--- src/rtl/ctrl_pipe_pkg.sv ---
// ctrl_pipe_pkg: shared types and constants for the ctrl_pipe control pipeline.
// Holds the default index/ALU-control widths, the forwarding-select encodings
// and the per-stage control bundles together with their bubble values.
package ctrl_pipe_pkg;

    // Default register-index and ALU-control widths
    localparam int RAW_DEFAULT = 5;
    localparam int ACW_DEFAULT = 6;

    // Operand source selects driven on fwd_a / fwd_b
    localparam logic [1:0] FWD_REG = 2'b00;
    localparam logic [1:0] FWD_MEM = 2'b10;
    localparam logic [1:0] FWD_WB  = 2'b01;

    // Control bits held in ID/EX
    typedef struct packed {
        logic valid;
        logic reg_write;
        logic alu_src;
        logic branch;
        logic mem_write;
        logic mem_to_reg;
    } ex_ctrl_t;

    // Control bits held in EX/MEM
    typedef struct packed {
        logic valid;
        logic reg_write;
        logic mem_write;
        logic mem_to_reg;
    } mem_ctrl_t;

    // Control bits held in MEM/WB
    typedef struct packed {
        logic valid;
        logic reg_write;
        logic mem_to_reg;
    } wb_ctrl_t;

    // A bubble is an invalid slot with every control bit cleared
    localparam ex_ctrl_t  EX_BUBBLE  = '0;
    localparam mem_ctrl_t MEM_BUBBLE = '0;
    localparam wb_ctrl_t  WB_BUBBLE  = '0;

endpackage

--- src/rtl/ctrl_pipe_hazard_unit.sv ---
// hazard_unit: combinational branch resolution, stall generation and, when
// CTRL_PIPE_FWD_EN is defined, operand forwarding selects for the EX stage.
// Without forwarding, any read of a register still being produced in EX or MEM
// stalls decode until the producer reaches WB.
module hazard_unit
    import ctrl_pipe_pkg::*;
#(
    parameter int RAW = RAW_DEFAULT
) (
    input  logic           id_valid,
    input  logic           id_AluSrc,
    input  logic [RAW-1:0] id_rs,
    input  logic [RAW-1:0] id_rt,
    input  logic           ex_valid,
`ifndef CTRL_PIPE_FWD_EN
    input  logic           ex_RegWrite,
`endif
    input  logic           ex_MemtoReg,
    input  logic           ex_Branch,
    input  logic           ex_zero,
    input  logic [RAW-1:0] ex_writereg,
    input  logic           mem_valid,
    input  logic           mem_RegWrite,
    input  logic [RAW-1:0] mem_writereg,
`ifdef CTRL_PIPE_FWD_EN
    input  logic [RAW-1:0] ex_rs,
    input  logic [RAW-1:0] ex_rt,
    input  logic           wb_valid,
    input  logic           wb_RegWrite,
    input  logic [RAW-1:0] wb_writereg,
    output logic [1:0]     fwd_a,
    output logic [1:0]     fwd_b,
`endif
    output logic           pc_src,
    output logic           stall
);

    logic rt_used;
    logic load_use;

    // Branch taken when the instruction in EX is a valid branch with zero set
    always_comb begin
        pc_src = ex_valid & ex_Branch & ex_zero;
    end

    // Load in EX whose destination is read by the instruction in decode
    always_comb begin
        rt_used  = ~id_AluSrc;
        load_use = id_valid & ex_valid & ex_MemtoReg & (ex_writereg != '0) &
                   ((id_rs == ex_writereg) | (rt_used & (id_rt == ex_writereg)));
    end

`ifdef CTRL_PIPE_FWD_EN

    // Pick the youngest producer of each EX operand; EX/MEM beats MEM/WB
    always_comb begin
        fwd_a = FWD_REG;
        fwd_b = FWD_REG;
        if (mem_valid & mem_RegWrite & (mem_writereg != '0) & (mem_writereg == ex_rs)) begin
            fwd_a = FWD_MEM;
        end else if (wb_valid & wb_RegWrite & (wb_writereg != '0) & (wb_writereg == ex_rs)) begin
            fwd_a = FWD_WB;
        end
        if (mem_valid & mem_RegWrite & (mem_writereg != '0) & (mem_writereg == ex_rt)) begin
            fwd_b = FWD_MEM;
        end else if (wb_valid & wb_RegWrite & (wb_writereg != '0) & (wb_writereg == ex_rt)) begin
            fwd_b = FWD_WB;
        end
    end

    // With forwarding only a load-use pair must wait; a taken branch overrides it
    always_comb begin
        stall = load_use & ~pc_src;
    end

`else

    logic raw_ex;
    logic raw_mem;

    // Without forwarding, hold decode while EX or MEM still owes a source register
    always_comb begin
        raw_ex  = id_valid & ex_valid & ex_RegWrite & (ex_writereg != '0) &
                  ((id_rs == ex_writereg) | (rt_used & (id_rt == ex_writereg)));
        raw_mem = id_valid & mem_valid & mem_RegWrite & (mem_writereg != '0) &
                  ((id_rs == mem_writereg) | (rt_used & (id_rt == mem_writereg)));
        stall   = (load_use | raw_ex | raw_mem) & ~pc_src;
    end

`endif

endmodule

--- src/rtl/ctrl_pipe.sv ---
// ctrl_pipe: carries decoded control lines and destination indices through the
// ID/EX, EX/MEM and MEM/WB registers of the 5-stage MIPS core. Bubbles are
// inserted on stalls and taken branches. Define CTRL_PIPE_FWD_EN to register
// rs/rt in ID/EX and expose the fwd_a/fwd_b forwarding selects.
module ctrl_pipe
    import ctrl_pipe_pkg::*;
#(
    parameter int RAW = RAW_DEFAULT,
    parameter int ACW = ACW_DEFAULT
) (
    input  logic           clk,
    input  logic           rst_n,
    input  logic           id_valid,
    input  logic           id_RegWrite,
    input  logic           id_RegDst,
    input  logic           id_AluSrc,
    input  logic           id_Branch,
    input  logic           id_MemWrite,
    input  logic           id_MemtoReg,
    input  logic [ACW-1:0] id_AluControl,
    input  logic [RAW-1:0] id_rs,
    input  logic [RAW-1:0] id_rt,
    input  logic [RAW-1:0] id_rd,
    input  logic           ex_zero,
    output logic           ex_valid,
    output logic           ex_AluSrc,
    output logic           ex_Branch,
    output logic [ACW-1:0] ex_AluControl,
    output logic [RAW-1:0] ex_writereg,
    output logic           mem_valid,
    output logic           mem_RegWrite,
    output logic           mem_MemWrite,
    output logic           mem_MemtoReg,
    output logic [RAW-1:0] mem_writereg,
    output logic           wb_valid,
    output logic           wb_RegWrite,
    output logic           wb_MemtoReg,
    output logic [RAW-1:0] wb_writereg,
`ifdef CTRL_PIPE_FWD_EN
    output logic [1:0]     fwd_a,
    output logic [1:0]     fwd_b,
`endif
    output logic           pc_src,
    output logic           stall,
    output logic           flush_ifid
);

    ex_ctrl_t       ex_ctrl_q,      ex_ctrl_d;
    logic [ACW-1:0] ex_alu_ctl_q,   ex_alu_ctl_d;
    logic [RAW-1:0] ex_writereg_q,  ex_writereg_d;
`ifdef CTRL_PIPE_FWD_EN
    logic [RAW-1:0] ex_rs_q,        ex_rs_d;
    logic [RAW-1:0] ex_rt_q,        ex_rt_d;
`endif
    mem_ctrl_t      mem_ctrl_q,     mem_ctrl_d;
    logic [RAW-1:0] mem_writereg_q, mem_writereg_d;
    wb_ctrl_t       wb_ctrl_q,      wb_ctrl_d;
    logic [RAW-1:0] wb_writereg_q,  wb_writereg_d;

    logic [RAW-1:0] id_writereg;
    logic           capture;

    // ID/EX takes the decoded instruction unless it is invalid, stalled or squashed
    always_comb begin
        id_writereg   = id_RegDst ? id_rd : id_rt;
        capture       = id_valid & ~stall & ~pc_src;
        ex_ctrl_d     = EX_BUBBLE;
        ex_alu_ctl_d  = '0;
        ex_writereg_d = '0;
`ifdef CTRL_PIPE_FWD_EN
        ex_rs_d       = '0;
        ex_rt_d       = '0;
`endif
        if (capture) begin
            ex_ctrl_d.valid      = 1'b1;
            ex_ctrl_d.reg_write  = id_RegWrite & (id_writereg != '0);
            ex_ctrl_d.alu_src    = id_AluSrc;
            ex_ctrl_d.branch     = id_Branch;
            ex_ctrl_d.mem_write  = id_MemWrite;
            ex_ctrl_d.mem_to_reg = id_MemtoReg;
            ex_alu_ctl_d         = id_AluControl;
            ex_writereg_d        = id_writereg;
`ifdef CTRL_PIPE_FWD_EN
            ex_rs_d              = id_rs;
            ex_rt_d              = id_rt;
`endif
        end
    end

    // EX/MEM and MEM/WB simply advance every cycle
    always_comb begin
        mem_ctrl_d.valid      = ex_ctrl_q.valid;
        mem_ctrl_d.reg_write  = ex_ctrl_q.reg_write;
        mem_ctrl_d.mem_write  = ex_ctrl_q.mem_write;
        mem_ctrl_d.mem_to_reg = ex_ctrl_q.mem_to_reg;
        mem_writereg_d        = ex_writereg_q;
        wb_ctrl_d.valid       = mem_ctrl_q.valid;
        wb_ctrl_d.reg_write   = mem_ctrl_q.reg_write;
        wb_ctrl_d.mem_to_reg  = mem_ctrl_q.mem_to_reg;
        wb_writereg_d         = mem_writereg_q;
    end

    // Pipeline registers; reset empties every stage at once
    always_ff @(posedge clk or negedge rst_n) begin
        if (!rst_n) begin
            ex_ctrl_q      <= EX_BUBBLE;
            ex_alu_ctl_q   <= '0;
            ex_writereg_q  <= '0;
`ifdef CTRL_PIPE_FWD_EN
            ex_rs_q        <= '0;
            ex_rt_q        <= '0;
`endif
            mem_ctrl_q     <= MEM_BUBBLE;
            mem_writereg_q <= '0;
            wb_ctrl_q      <= WB_BUBBLE;
            wb_writereg_q  <= '0;
        end else begin
            ex_ctrl_q      <= ex_ctrl_d;
            ex_alu_ctl_q   <= ex_alu_ctl_d;
            ex_writereg_q  <= ex_writereg_d;
`ifdef CTRL_PIPE_FWD_EN
            ex_rs_q        <= ex_rs_d;
            ex_rt_q        <= ex_rt_d;
`endif
            mem_ctrl_q     <= mem_ctrl_d;
            mem_writereg_q <= mem_writereg_d;
            wb_ctrl_q      <= wb_ctrl_d;
            wb_writereg_q  <= wb_writereg_d;
        end
    end

    hazard_unit #(
        .RAW(RAW)
    ) u_hazard (
        .id_valid     (id_valid),
        .id_AluSrc    (id_AluSrc),
        .id_rs        (id_rs),
        .id_rt        (id_rt),
        .ex_valid     (ex_ctrl_q.valid),
`ifndef CTRL_PIPE_FWD_EN
        .ex_RegWrite  (ex_ctrl_q.reg_write),
`endif
        .ex_MemtoReg  (ex_ctrl_q.mem_to_reg),
        .ex_Branch    (ex_ctrl_q.branch),
        .ex_zero      (ex_zero),
        .ex_writereg  (ex_writereg_q),
        .mem_valid    (mem_ctrl_q.valid),
        .mem_RegWrite (mem_ctrl_q.reg_write),
        .mem_writereg (mem_writereg_q),
`ifdef CTRL_PIPE_FWD_EN
        .ex_rs        (ex_rs_q),
        .ex_rt        (ex_rt_q),
        .wb_valid     (wb_ctrl_q.valid),
        .wb_RegWrite  (wb_ctrl_q.reg_write),
        .wb_writereg  (wb_writereg_q),
        .fwd_a        (fwd_a),
        .fwd_b        (fwd_b),
`endif
        .pc_src       (pc_src),
        .stall        (stall)
    );

    assign flush_ifid    = pc_src;

    assign ex_valid      = ex_ctrl_q.valid;
    assign ex_AluSrc     = ex_ctrl_q.alu_src;
    assign ex_Branch     = ex_ctrl_q.branch;
    assign ex_AluControl = ex_alu_ctl_q;
    assign ex_writereg   = ex_writereg_q;

    assign mem_valid     = mem_ctrl_q.valid;
    assign mem_RegWrite  = mem_ctrl_q.reg_write;
    assign mem_MemWrite  = mem_ctrl_q.mem_write;
    assign mem_MemtoReg  = mem_ctrl_q.mem_to_reg;
    assign mem_writereg  = mem_writereg_q;

    assign wb_valid      = wb_ctrl_q.valid;
    assign wb_RegWrite   = wb_ctrl_q.reg_write;
    assign wb_MemtoReg   = wb_ctrl_q.mem_to_reg;
    assign wb_writereg   = wb_writereg_q;

endmodule

--- config.mk ---
export PLATFORM = sky130hd
export DESIGN_NAME = ctrl_pipe
export DESIGN_NICKNAME = d
export VERILOG_FILES = /design/src/rtl/ctrl_pipe_pkg.sv /design/src/rtl/ctrl_pipe_hazard_unit.sv /design/src/rtl/ctrl_pipe.sv
export SDC_FILE = /design/constraint.sdc
export NUM_CORES = 1
export LEC_CHECK = 0
export CAP_MARGIN = 5
export CORE_ASPECT_RATIO = 0.8
export CORE_UTILIZATION = 36
export CTS_CLUSTER_DIAMETER = 100
export CTS_CLUSTER_SIZE = 20
export DETAILED_ROUTE_END_ITERATION = 16
export DONT_BUFFER_PORTS = 1
export GPL_TIMING_DRIVEN = 1
export SETUP_SLACK_MARGIN = 0.3
export SYNTH_ARGS = -nofsm -noshare
export SYNTH_HDL_FRONTEND = slang
export SYNTH_SLANG_ARGS = --single-unit
--- constraint.sdc ---
create_clock -name clk -period 2.4 [get_ports clk]
set_clock_uncertainty 0.15 [all_clocks]
set_input_delay 0.12 -clock clk [delete_from_list [all_inputs] [get_ports clk]]
set_output_delay 0.12 -clock clk [all_outputs]
set_load 0.05 [all_outputs]
After elaboration in Yosys (flattened, before gate mapping)
Index checks and enable logic that the tools add are counted.
{ "totals": {"out_inout_bits": 34, "inputBits": 31, "ram_bits": 0, "latch_bits": 0, "ff_bits": 34, "mem_bits_ro": 0, "n_memories": 0, "wordCells": 54} }
{ "classes": {"eq_ne": 4, "div": 0, "mux": 4, "n_mul": 0, "n_shift": 0, "addsub": 0, "reduce_logical": 3, "order_cmp": 0, "bitwise": 26} }
{ "op_table": {"columns": ["operator", "n"], "rows": [
  ["equality test 5 bit", 4],
  ["AND 1 bit", 19],
  ["nonzero test 5 bit", 3],
  ["2-to-1 mux 6 bit", 2],
  ["2-to-1 mux 5 bit", 2],
  ["OR 1 bit", 4],
  ["NOT 1 bit", 3]
]} }

Longest topological paths before layout
Gate-level depths: netlist of the first run.
{ "depth": {"ltp_word": 11, "mapped_depth": 6} }

By module
Synthesis of the first run repeated with hierarchy kept, for this count alone.
{ "hier_totals": {"cells_unflattened": 104, "area_unflattened_um2": 1358.8} }
{ "modules_own_cells": {"columns": ["mod", "cells_each", "instances", "area_per_inst_um2"], "rows": [
  ["ctrl_pipe", 66, 1, 1073.5],
  ["hazard_unit", 38, 1, 285.3]
]} }

Least setup slack after synthesis of the first run
Ideal clock, no wire load.
{ "synth_timing": {"path_type": "reg2out", "startpoint": "register ex_writereg_q[4] (netlist: ex_writereg[4])", "endpoint": "output port stall", "path_stages_with_launch": 6, "required_time_ps": 2130, "path_buffers": 0, "t_arrival_ps": 2017, "path_slack_ps": 113, "cell_sequence": "dfrtp_1 xor2_1 nor4_1 a32oi_1 o22ai_2 and2_1"} }
{ "synth_between": {"elab_chain_len": 7} }
{ "synth_rtl": {"columns": ["item", "line_no", "rtl"], "rows": [
  ["start, declared", "ctrl_pipe.sv:50", "logic [RAW-1:0] ex_writereg_q, ex_writereg_d;"],
  ["start signal, assigned", "ctrl_pipe.sv:120", "ex_writereg_q <= ex_writereg_d;"],
  ["equality test 5 bit", "ctrl_pipe_hazard_unit.sv:50, ctrl_pipe_hazard_unit.sv:84", null],
  ["AND 1 bit", "ctrl_pipe_hazard_unit.sv:50, ctrl_pipe_hazard_unit.sv:84", null],
  ["OR 1 bit", "ctrl_pipe_hazard_unit.sv:50, ctrl_pipe_hazard_unit.sv:84", null],
  ["AND 1 bit, on equally long branches", "ctrl_pipe_hazard_unit.sv:49, ctrl_pipe_hazard_unit.sv:83", null],
  ["OR 1 bit (*) (2 in series)", "ctrl_pipe_hazard_unit.sv:87", "stall = (load_use | raw_ex | raw_mem) & ~pc_src;"],
  ["AND 1 bit (*)", "ctrl_pipe_hazard_unit.sv:87", null],
  ["end, declared", "ctrl_pipe.sv:44", "output logic stall,"]
]} }
Every way passes the cells marked *; elsewhere a longest branch is shown, timed or not.

Worst setup path after layout of the first run
{ "layout_timing": {"startpoint": "register mem_writereg_q[3] (netlist: mem_writereg[3])", "endpoint": "output port stall"} }
{ "layout_between": {"elab_chain_len": 6} }
{ "layout_rtl": {"columns": ["item", "line_no", "rtl"], "rows": [
  ["start, declared", "ctrl_pipe.sv:56", "logic [RAW-1:0] mem_writereg_q, mem_writereg_d;"],
  ["start signal, assigned", "ctrl_pipe.sv:126", "mem_writereg_q <= mem_writereg_d;"],
  ["equality test 5 bit", "ctrl_pipe_hazard_unit.sv:86", "((id_rs == mem_writereg) | (rt_used & (id_rt == mem_writereg)));"],
  ["AND 1 bit", "ctrl_pipe_hazard_unit.sv:86", null],
  ["OR 1 bit", "ctrl_pipe_hazard_unit.sv:86", null],
  ["AND 1 bit (*)", "ctrl_pipe_hazard_unit.sv:85", "raw_mem = id_valid & mem_valid & mem_RegWrite & (mem_writereg != '0) &"],
  ["OR 1 bit (*)", "ctrl_pipe_hazard_unit.sv:87", null],
  ["AND 1 bit (*)", "ctrl_pipe_hazard_unit.sv:87", null]
]} }
Marks and branches as above.

==> flow_summary.toml, run 1 <==
[run_status]
status = "completed"

[worst_setup_path]
path_max_fanout = 4
critical_path.cell_chain = "or4_1, o2111ai_2, o22ai_2, and2_4"
crit_arrival_ps = 1790
endpoint_kind = "output port"
critPathTopFamily = "simple AND/OR/NAND/NOR gates"
path_buf_inv = 0
critPathMaxStageDelay_ps = 540
worstSetupStartpointType = "flip-flop"
critPathRequiredTime_ps = 2130
cp_slowest_cell = "or4_1"
crit_type = "flip-flop to output port"
reg2reg_depth = 6
worstSetupPathDepth = 4

[sta]
hold_violations = 0
rsz0062_at_grt = "yes"
whs_ps = 51.7
max_freq_mhz = 486
setup_viol = 0
drv_slew = 0
period_minus_slack_ps = 2060
setup_tns_ps = 0
relSlewSlack_pct = 41.8
fin_crit_sh_pct = 85.7
worst_pin_slew_ps = 871

[die]
initial_utilization_pct = 39.2
pin_count = 65
die_area_mm2 = 0.00416
die_h_um = 57.9
core_area_mm2 = 0.00359
floorplan.rows = 19
die_x_um = 71.9

[global_route]
overflow = 0
track_usage_pct = 17.0
grt_pass1_wl_um = 4970
grt_pass1_vias = 1009
antenna_found_initial = 0
grt_max_degree = 35

[routing]
num_vias = 975
drt_iter0_drc = 43
ant_nets = 0
drc_errors = 0
wl_per_cell_um = 15.3
routed_wirelength_um = 3150
drt-vias-per-instance = 4.73
dr.pass1.iters = 4

[cts]
clk_path_buf_depth = 2
clkSinkCount = 34
h-tree-depth = 2
clk_pin_slew_ps = 60
ctsRootBufferMaster = "clkbuf_8"
cts_inserted_buffers = 5
cts_tree = "built"
clk_latency_ps = 280

[synthesis]
ys_seq_elements = 34
syn_avg_cell_area_um2 = 12.7
synth_fa_ha_area_share_pct = 0
synth_nets = 142
synth_compound_area_share_pct = 4.18
ys_seq_area_share_pct = 60.5
yosys.area.top_type = "dfrtp_1"
syn-cell-area_mm2 = 0.00141
synth_mux_area_share_pct = 3.65
async_reset_ff_share_pct = 100
synth_top_family_by_area = "simple AND/OR/NAND/NOR gates"
ys_types = 24
synth-simple-area-share_pct = 14.4
synth_edf_count = 0
ys.flop_type = "dfrtp_1"
synthDominantCellAreaShare_pct = 60.5
ys_top_cells_by_area = "dfrtp_1, xor2_1, nor3_2"
ys_warn_count = 0
synthXorXnorAreaFrac_pct = 12.5
synth_cells = 111

[place]
placedInstanceArea_mm2 = 0.00158
routabilityCongestion = 0.786
hpwl_um = 2260
portBuffers = 0

[layout]
drive_gt1_share_pct = 31.8
seqCellArea_um2 = 855
fillCellCount = 318
nets = 185
final_util_pct = 54.2
multi_input_area_um2 = 533
syn_to_final_growth_pct = 38.4
diodes = 0
stdcell_area_mm2 = 0.00195

[power_and_ir_drop]
p_clk_share_pct = 30.9
powerDensity_mw_per_mm2 = 689
vdd_ir_drop_max_uv = 275
p_leak_nw = 0.937
pwr-share-seq_pct = 52.0
p_sw_share_pct = 30.8
p_int_mw = 0.928
p_sw_mw = 0.413
p_comb_share_pct = 17.1

[hold_path]
hold_path_class = "primary input to flip-flop"
hold_depth = 2

[job]
drv_cap = 0
## final timing paths
check | end | startpoint | slack (ps)
max | stall | mem_writereg[3]$_DFF_PN0_ | 340
min | ex_writereg[4]$_DFF_PN0_ | id_rt[4] | 50
max reg2reg | ex_writereg[4]$_DFF_PN0_ | mem_writereg[3]$_DFF_PN0_ | 380
min reg2reg | mem_MemWrite$_DFF_PN0_ | ex_ctrl_q[1]$_DFF_PN0_ | 200
max in group asynchronous | mem_writereg[1]$_DFF_PN0_ | rst_n | 1780
min in group asynchronous | ex_ctrl_q[4]$_DFF_PN0_ | rst_n | 130
## power by group through the flow
stage,Combinational [mW],Clock [mW],Sequential [mW]
global placement,0.173,0,0.708
detailed placement,0.175,0,0.709
finish,0.229,0.415,0.697
global route,0.246,0.447,0.701
floorplan,0.0732,0,0.764
CTS,0.221,0.426,0.696
## stage by stage
step	setup slack, ps	total power [mW]	std cells
after detailed placement	470	0.883	176
after global routing	256	1.39	206
after CTS	309	1.34	206
after floorplan	306	0.837	111
after global placement	534	0.880	176
final	343	1.34	206
## cell families (layout without fill, tap and decap cells)
| logic type | after synthesis | in the layout |
|---|---|---|
| buffers and inverters | 15 | 58 |
| multiplexers | 5 | 5 |
| AND/OR/NAND/NOR | 31 | 31 |
| flip-flops | 34 | 34 |
| AO/OA/AOI/OAI | 6 | 6 |
| XOR/XNOR | 20 | 20 |
## layout make-up
type / count / share of cell area, %
Clock buffer: 7 / 4.43
Inverter: 11 / 2.12
Multi-Input combinational cell: 62 / 27.4
Sequential cell: 34 / 43.9
Tap cell: 52 / 3.34
Timing Repair Buffer: 40 / 18.8
## Yosys cell counts, types with 2 or more instances
library cell and instances:
nor2_1 4, nand2_1 2, xor2_1 18, xnor2_1 2, dfrtp_1 34, inv_1 11, nor4_1 2, a32oi_1 2
mux2i_1 4, clkbuf_1 2, nor3_1 9, nor3_2 9
## layer usage
layer	vias to the layer above	part of all wire [%]	global-route usage, %
li1	457	-	-
met1	471	39	19.1
met2	37	50	26.8
met3	10	7.6	8.00
met4	0	2.9	9.52
met5	-	0	0
## repair_timing
item | CTS | global route
hold buffers | 21 | 0
resized for setup | 0 | 11
pin swaps | 3 | 5
buffers inserted | 2 | 0
endpoints found under the setup margin | 1 | 8
endpoints found under the hold margin | 49 | 0
## worst register-to-register path, stage by stage (launching register included)
cell and delay (ps):
dfrtp_1 440, or4_1 540, o2111ai_2 190, o22ai_2 100, buf_4 150, buf_4 160, nor3b_2 200
## state kept, by name (all words and copies together), names as in the netlist
register and cells:
ex_AluControl 6, ex_writereg 5, mem_writereg 5, wb_writereg 5
ex_ctrl_q 3, ex_AluSrc 1, ex_Branch 1, ex_valid 1
mem_MemWrite 1, mem_MemtoReg 1, mem_RegWrite 1, mem_valid 1
wb_MemtoReg 1, wb_RegWrite 1, wb_valid 1
## placed cells by master (no fill, tap or decap)
cell type	Yosys	layout
nand2_1	2	2
mux2_2	1	1
dfrtp_2	0	3
nand3_1	1	1
nor4_2	0	1
a32oi_1	2	2
and2_4	0	1
nand4_1	1	1
dlygate4sd3_1	0	20
clkbuf_1	2	1
nor4_1	2	1
o2111ai_1	1	1
o21ai_0	1	1
nor2_1	4	4
buf_12	0	1
dfrtp_1	34	31
or4_1	1	1
nor3_4	0	1
o2111ai_2	1	1
buf_6	1	1
nor3_2	9	13
o22ai_2	1	1
inv_1	11	11
nor3b_2	0	1
buf_4	1	18
mux2i_1	4	4
clkbuf_8	0	6
xor2_1	18	18
nor3_1	9	4
xnor2_1	2	2
Note: power is estimated with default switching activity, not from simulation.
==> inputs of run 2 (changes only) <==
Settings changed: CTS_BUF_LIST set to sky130_fd_sc_hd__clkbuf_4 sky130_fd_sc_hd__clkbuf_8.
==> flow_summary.toml, run 2 (synthesis results as in run 1) <==
[run_status]
status = "completed"

[worst_setup_path]
critPathTopFamily = "simple AND/OR/NAND/NOR gates"
endpoint_kind = "output port"
cp_slowest_cell = "or4_1"
crit_arrival_ps = 1790
critPathMaxStageDelay_ps = 540
path_buf_inv = 0
critPathRequiredTime_ps = 2130
worstSetupStartpointType = "flip-flop"
critical_path.cell_chain = "or4_1, o2111ai_2, o22ai_2, and2_4"
path_max_fanout = 4
crit_type = "flip-flop to output port"

[die]
die_x_um = 71.9
floorplan.rows = 19
initial_utilization_pct = 39.2
core_area_mm2 = 0.00359
die_area_mm2 = 0.00416
die_h_um = 57.9
pin_count = 65

[place]
portBuffers = 0
routabilityCongestion = 0.786
dp_cells = 176
hpwl_um = 2260
placedInstanceArea_mm2 = 0.00158

[layout]
final_cell_mix = "dfrtp_1, dlygate4sd3_1, xor2_1, buf_4, nor3_2"
largest_register_ff_count = 6
drive_gt1_share_pct = 32.5
fillCellCount = 316
multi_input_area_um2 = 533
syn_to_final_growth_pct = 38.7
final_util_pct = 54.3
diodes = 0
seqCellArea_um2 = 855
stdcell_count = 206
mostFrequentLayoutCell = "dfrtp_1"
nets = 185
stdcell_area_mm2 = 0.00195

[sta]
setup_tns_ps = 0
relSlewSlack_pct = 41.8
max_freq_mhz = 486
hold_violations = 0
fin_crit_sh_pct = 85.7
setup_viol = 0
drv_slew = 0
rsz0062_at_grt = "yes"
period_minus_slack_ps = 2060
worst_pin_slew_ps = 870

[power_and_ir_drop]
p_clk_share_pct = 31.5
p_int_mw = 0.939
total_power_mw = 1.35
vdd_ir_drop_max_uv = 278
p_sw_mw = 0.413
powerDensity_mw_per_mm2 = 693
p_leak_nw = 0.941
pwr-share-seq_pct = 51.5
p_comb_share_pct = 16.9
p_sw_share_pct = 30.6

[routing]
drc_errors = 0
routed_wirelength_um = 3160
wl_per_cell_um = 15.3
dr.pass1.iters = 4
ant_nets = 0
drt-vias-per-instance = 4.73
drt_iter0_drc = 41
num_vias = 975

[global_route]
grt_util_met2_pct = 26.8
busiest_layer = "met2"
grt_pass1_wl_um = 4960
met3_usage_pct = 8.00
track_usage_pct = 16.9
use_met1_pct = 19.0
antenna_found_initial = 0
grt_max_degree = 35
overflow = 0
grt_pass1_vias = 1009

[cts]
clk_latency_ps = 280
cts_inserted_buffers = 5
cts_tree = "built"
h-tree-depth = 2
clkSinkCount = 34
ctsRootBufferMaster = "clkbuf_8"
clk_pin_slew_ps = 60
clk_path_buf_depth = 2

[hold_path]
hold_path_class = "primary input to flip-flop"

[job]
drv_cap = 0
==> run 2: worst register-to-register path, delay by kind of cell, from the launching register on <==
family,cells,cell delay [ps]
AO/OA/AOI/OAI,2,290
AND/OR/NAND/NOR,2,740
buffers and inverters,2,310
flip-flops,1,430
==> run 2: power by group through the flow <==
stage,clock (mW),combinational (mW),sequential [mW]
2_1_floorplan,0,0.0732,0.764
4_1_cts,0.438,0.221,0.697
5_1_grt,0.459,0.246,0.701
6_report,0.427,0.229,0.697
3_3_place_gp,0,0.173,0.708
3_5_place_dp,0,0.175,0.709
==> run 2: layout make-up <==
| type | count | share of cell area [%] |
|---|---|---|
| repair buffers | 40 | 18.8 |
| inverters | 11 | 2.12 |
| multi-input cells | 62 | 27.3 |
| well taps | 52 | 3.34 |
| flip-flops and latches | 34 | 43.8 |
| clock buffers | 7 | 4.62 |
==> run 2: worst paths after layout <==
| kind | start | depth (start not counted) | slack [ps] | end |
|---|---|---|---|---|
| hold / removal | id_rt[4] | 2 | 50 | ex_writereg[4]$_DFF_PN0_ |
| setup / recovery | mem_writereg[0]$_DFF_PN0_ | 4 | 340 | stall |
| max in group asynchronous | rst_n | 2 | 1780 | mem_writereg[1]$_DFF_PN0_ |
| setup reg to reg | mem_writereg[0]$_DFF_PN0_ | 6 | 380 | ex_writereg[4]$_DFF_PN0_ |
| hold reg to reg | ex_ctrl_q[1]$_DFF_PN0_ | 0 | 200 | mem_MemWrite$_DFF_PN0_ |
| min in group asynchronous | rst_n | 2 | 130 | ex_ctrl_q[4]$_DFF_PN0_ |
==> run 2: routing by layer <==
metal | wire [um] | part of all wire [%]
met4 | 90 | 2.9
met5 | 0 | 0
met3 | 216 | 6.8
met1 | 1260 | 40
met2 | 1580 | 50
==> run 2: repair_timing <==
item                                    CTS  global route
pin swaps                                 3             5
hold endpoints to repair                 49             0
endpoints found under the setup margin    1             8
resized for setup                         0            11
buffers inserted                          2             0
hold buffers                             21             0
==> run 2: through the flow <==
| stage | hold slack [ps] | worst slack, ps |
|---|---|---|
| floorplan | -326 | 306 |
| global placement | -325 | 534 |
| detailed placement | -325 | 470 |
| CTS | 63.4 | 308 |
| global route | 53.1 | 255 |
| finish | 51.5 | 343 |
==> inputs of run 3 (changes only) <==
Settings changed: PLACE_DENSITY set to 0.47.
==> flow_summary.toml, run 3 (synthesis results as in run 1) <==
[run_status]
status = "completed"

[place]
place_ws_ps = 352
portBuffers = 0
routabilityCongestion = 0.756
hpwl_um = 2250

[sta]
period_minus_slack_ps = 2070
setup_viol = 0
hold_violations = 0
drv_slew = 0
setup_tns_ps = 0
relSlewSlack_pct = 46.3
worst_pin_slew_ps = 804
fin_crit_sh_pct = 86.3
max_freq_mhz = 483
setup_slack_ps = 330
rsz0062_at_grt = "yes"

[routing]
wl_per_cell_um = 14.8
num_vias = 987
drt_iter0_drc = 9
ant_nets = 0
drc_errors = 0
drt-vias-per-instance = 4.70
dr.pass1.iters = 4
routed_wirelength_um = 3110

[worst_setup_path]
endpoint_kind = "output port"
cp_slowest_cell = "dfrtp_1"
critical_path.cell_chain = "xor2_1, nor4_1, a32oi_1, o22ai_2, and2_4"
crit_type = "flip-flop to output port"
critPathTopFamily = "simple AND/OR/NAND/NOR gates"
path_max_fanout = 4
timing.rr.end = "ex_AluControl[5]$_DFF_PN0_"
crit_arrival_ps = 1800
r2r_slack_ps = 370
path_buf_inv = 0
worstSetupStartpointType = "flip-flop"
critPathRequiredTime_ps = 2130
r2r_start = "mem_writereg[0]$_DFF_PN0_"
reg2reg_depth = 6
critPathMaxStageDelay_ps = 450

[global_route]
track_usage_pct = 16.6
grt_util_met2_pct = 22.0
met3_usage_pct = 8.87
busiest_layer = "met1"
grt_pass1_wl_um = 4950
grt_pass1_vias = 952
antenna_found_initial = 0
use_met1_pct = 22.6
grt_max_degree = 35
overflow = 0

[die]
pin_count = 65
die_h_um = 57.9
floorplan.rows = 19
initial_utilization_pct = 39.2
die_x_um = 71.9
core_area_mm2 = 0.00359
die_area_mm2 = 0.00416

[cts]
cts_inserted_buffers = 5
clk_pin_slew_ps = 70
ctsRootBufferMaster = "clkbuf_8"
clk_path_buf_depth = 2
h-tree-depth = 2
cts_tree = "built"
clkSinkCount = 34
clk_latency_ps = 280

[layout]
nets = 188
mostFrequentLayoutCell = "dfrtp_1"
largest_register_ff_count = 6
drive_gt1_share_pct = 31.0
final_cell_mix = "dfrtp_1, buf_4, dlygate4sd3_1"
syn_to_final_growth_pct = 40.6
diodes = 0

[power_and_ir_drop]
p_leak_nw = 0.956
powerDensity_mw_per_mm2 = 688
vdd_ir_drop_max_uv = 281

[job]
drv_cap = 0

[hold_path]
min_from = "id_rt[4]"
hold_path_class = "primary input to flip-flop"
holdPathEnd = "ex_writereg[4]$_DFF_PN0_"
hold_depth = 2
run 3: cell count changes in the layout (fill, tap and decap cells not counted):
cell / change
nor3_2: -4
buf_4: +3
nor3_1: +3
dfrtp_1: +2
dfrtp_2: -2
clkinv_2: +1
nor3_4: +1
nor3b_1: +1
nor3b_2: -1
o2111ai_2: -1
o2111ai_4: +1
or4_1: -1
or4_4: +1
run 3: layer usage:
layer / wire length (um) / vias up
met5: 0 / -
met4: 30 / 0
met3: 334 / 5
met2: 1320 / 50
met1: 1430 / 468
li1: - / 464
run 3: repair_timing:
action	4_1_cts	5_1_grt
resized for setup	0	8
hold endpoints to repair	49	0
endpoints found under the setup margin	1	13
hold buffers	21	0
pin swaps	2	5
buffers inserted	3	2
run 3: how the worst max path moves through the flow:
stage	from	to	slack, ps	cells past startpoint
finish	mem_writereg[1]$_DFF_PN0_	stall	330	5
global route	ex_writereg[4]$_DFF_PN0_	stall	260	5
CTS	mem_writereg[3]$_DFF_PN0_	ex_AluControl[5]$_DFF_PN0_	300	6
detailed placement	mem_writereg[0]$_DFF_PN0_	ex_AluSrc$_DFF_PN0_	350	5
global placement	mem_writereg[0]$_DFF_PN0_	ex_AluSrc$_DFF_PN0_	350	5
floorplan	ex_writereg[1]$_DFF_PN0_	stall	310	5
run 3: through the flow:
step           instance area (um^2)  hold slack, ps  total power [mW]  utilization, %  cells
6_report                       1980             115              1.36            55.1    210
5_1_grt                        1980             132              1.42            55.1    210
4_1_cts                        1910             110              1.36            53.3    208
3_5_place_dp                   1580            -325             0.883            43.9    176
3_3_place_gp                   1580            -325             0.882            43.9    176
2_1_floorplan                  1410            -326             0.837               -    111
run 3: area by class of cell:
class,instances,area (um^2)
timing repair buffer,43,389
clock buffer,7,90.1
clock inverter,1,5.00
inverter,11,41.3
fill,330,1610
sequential,34,852
tap,52,65.1
multi-input combinational,62,534
run 3: power by group:
group | switching (mW) | total, mW | leakage (nW) | internal [mW]
Clock | 0.188 | 0.430 | 0.0517 | 0.242
Sequential | 0.0883 | 0.697 | 0.436 | 0.609
Combinational | 0.137 | 0.233 | 0.468 | 0.0956
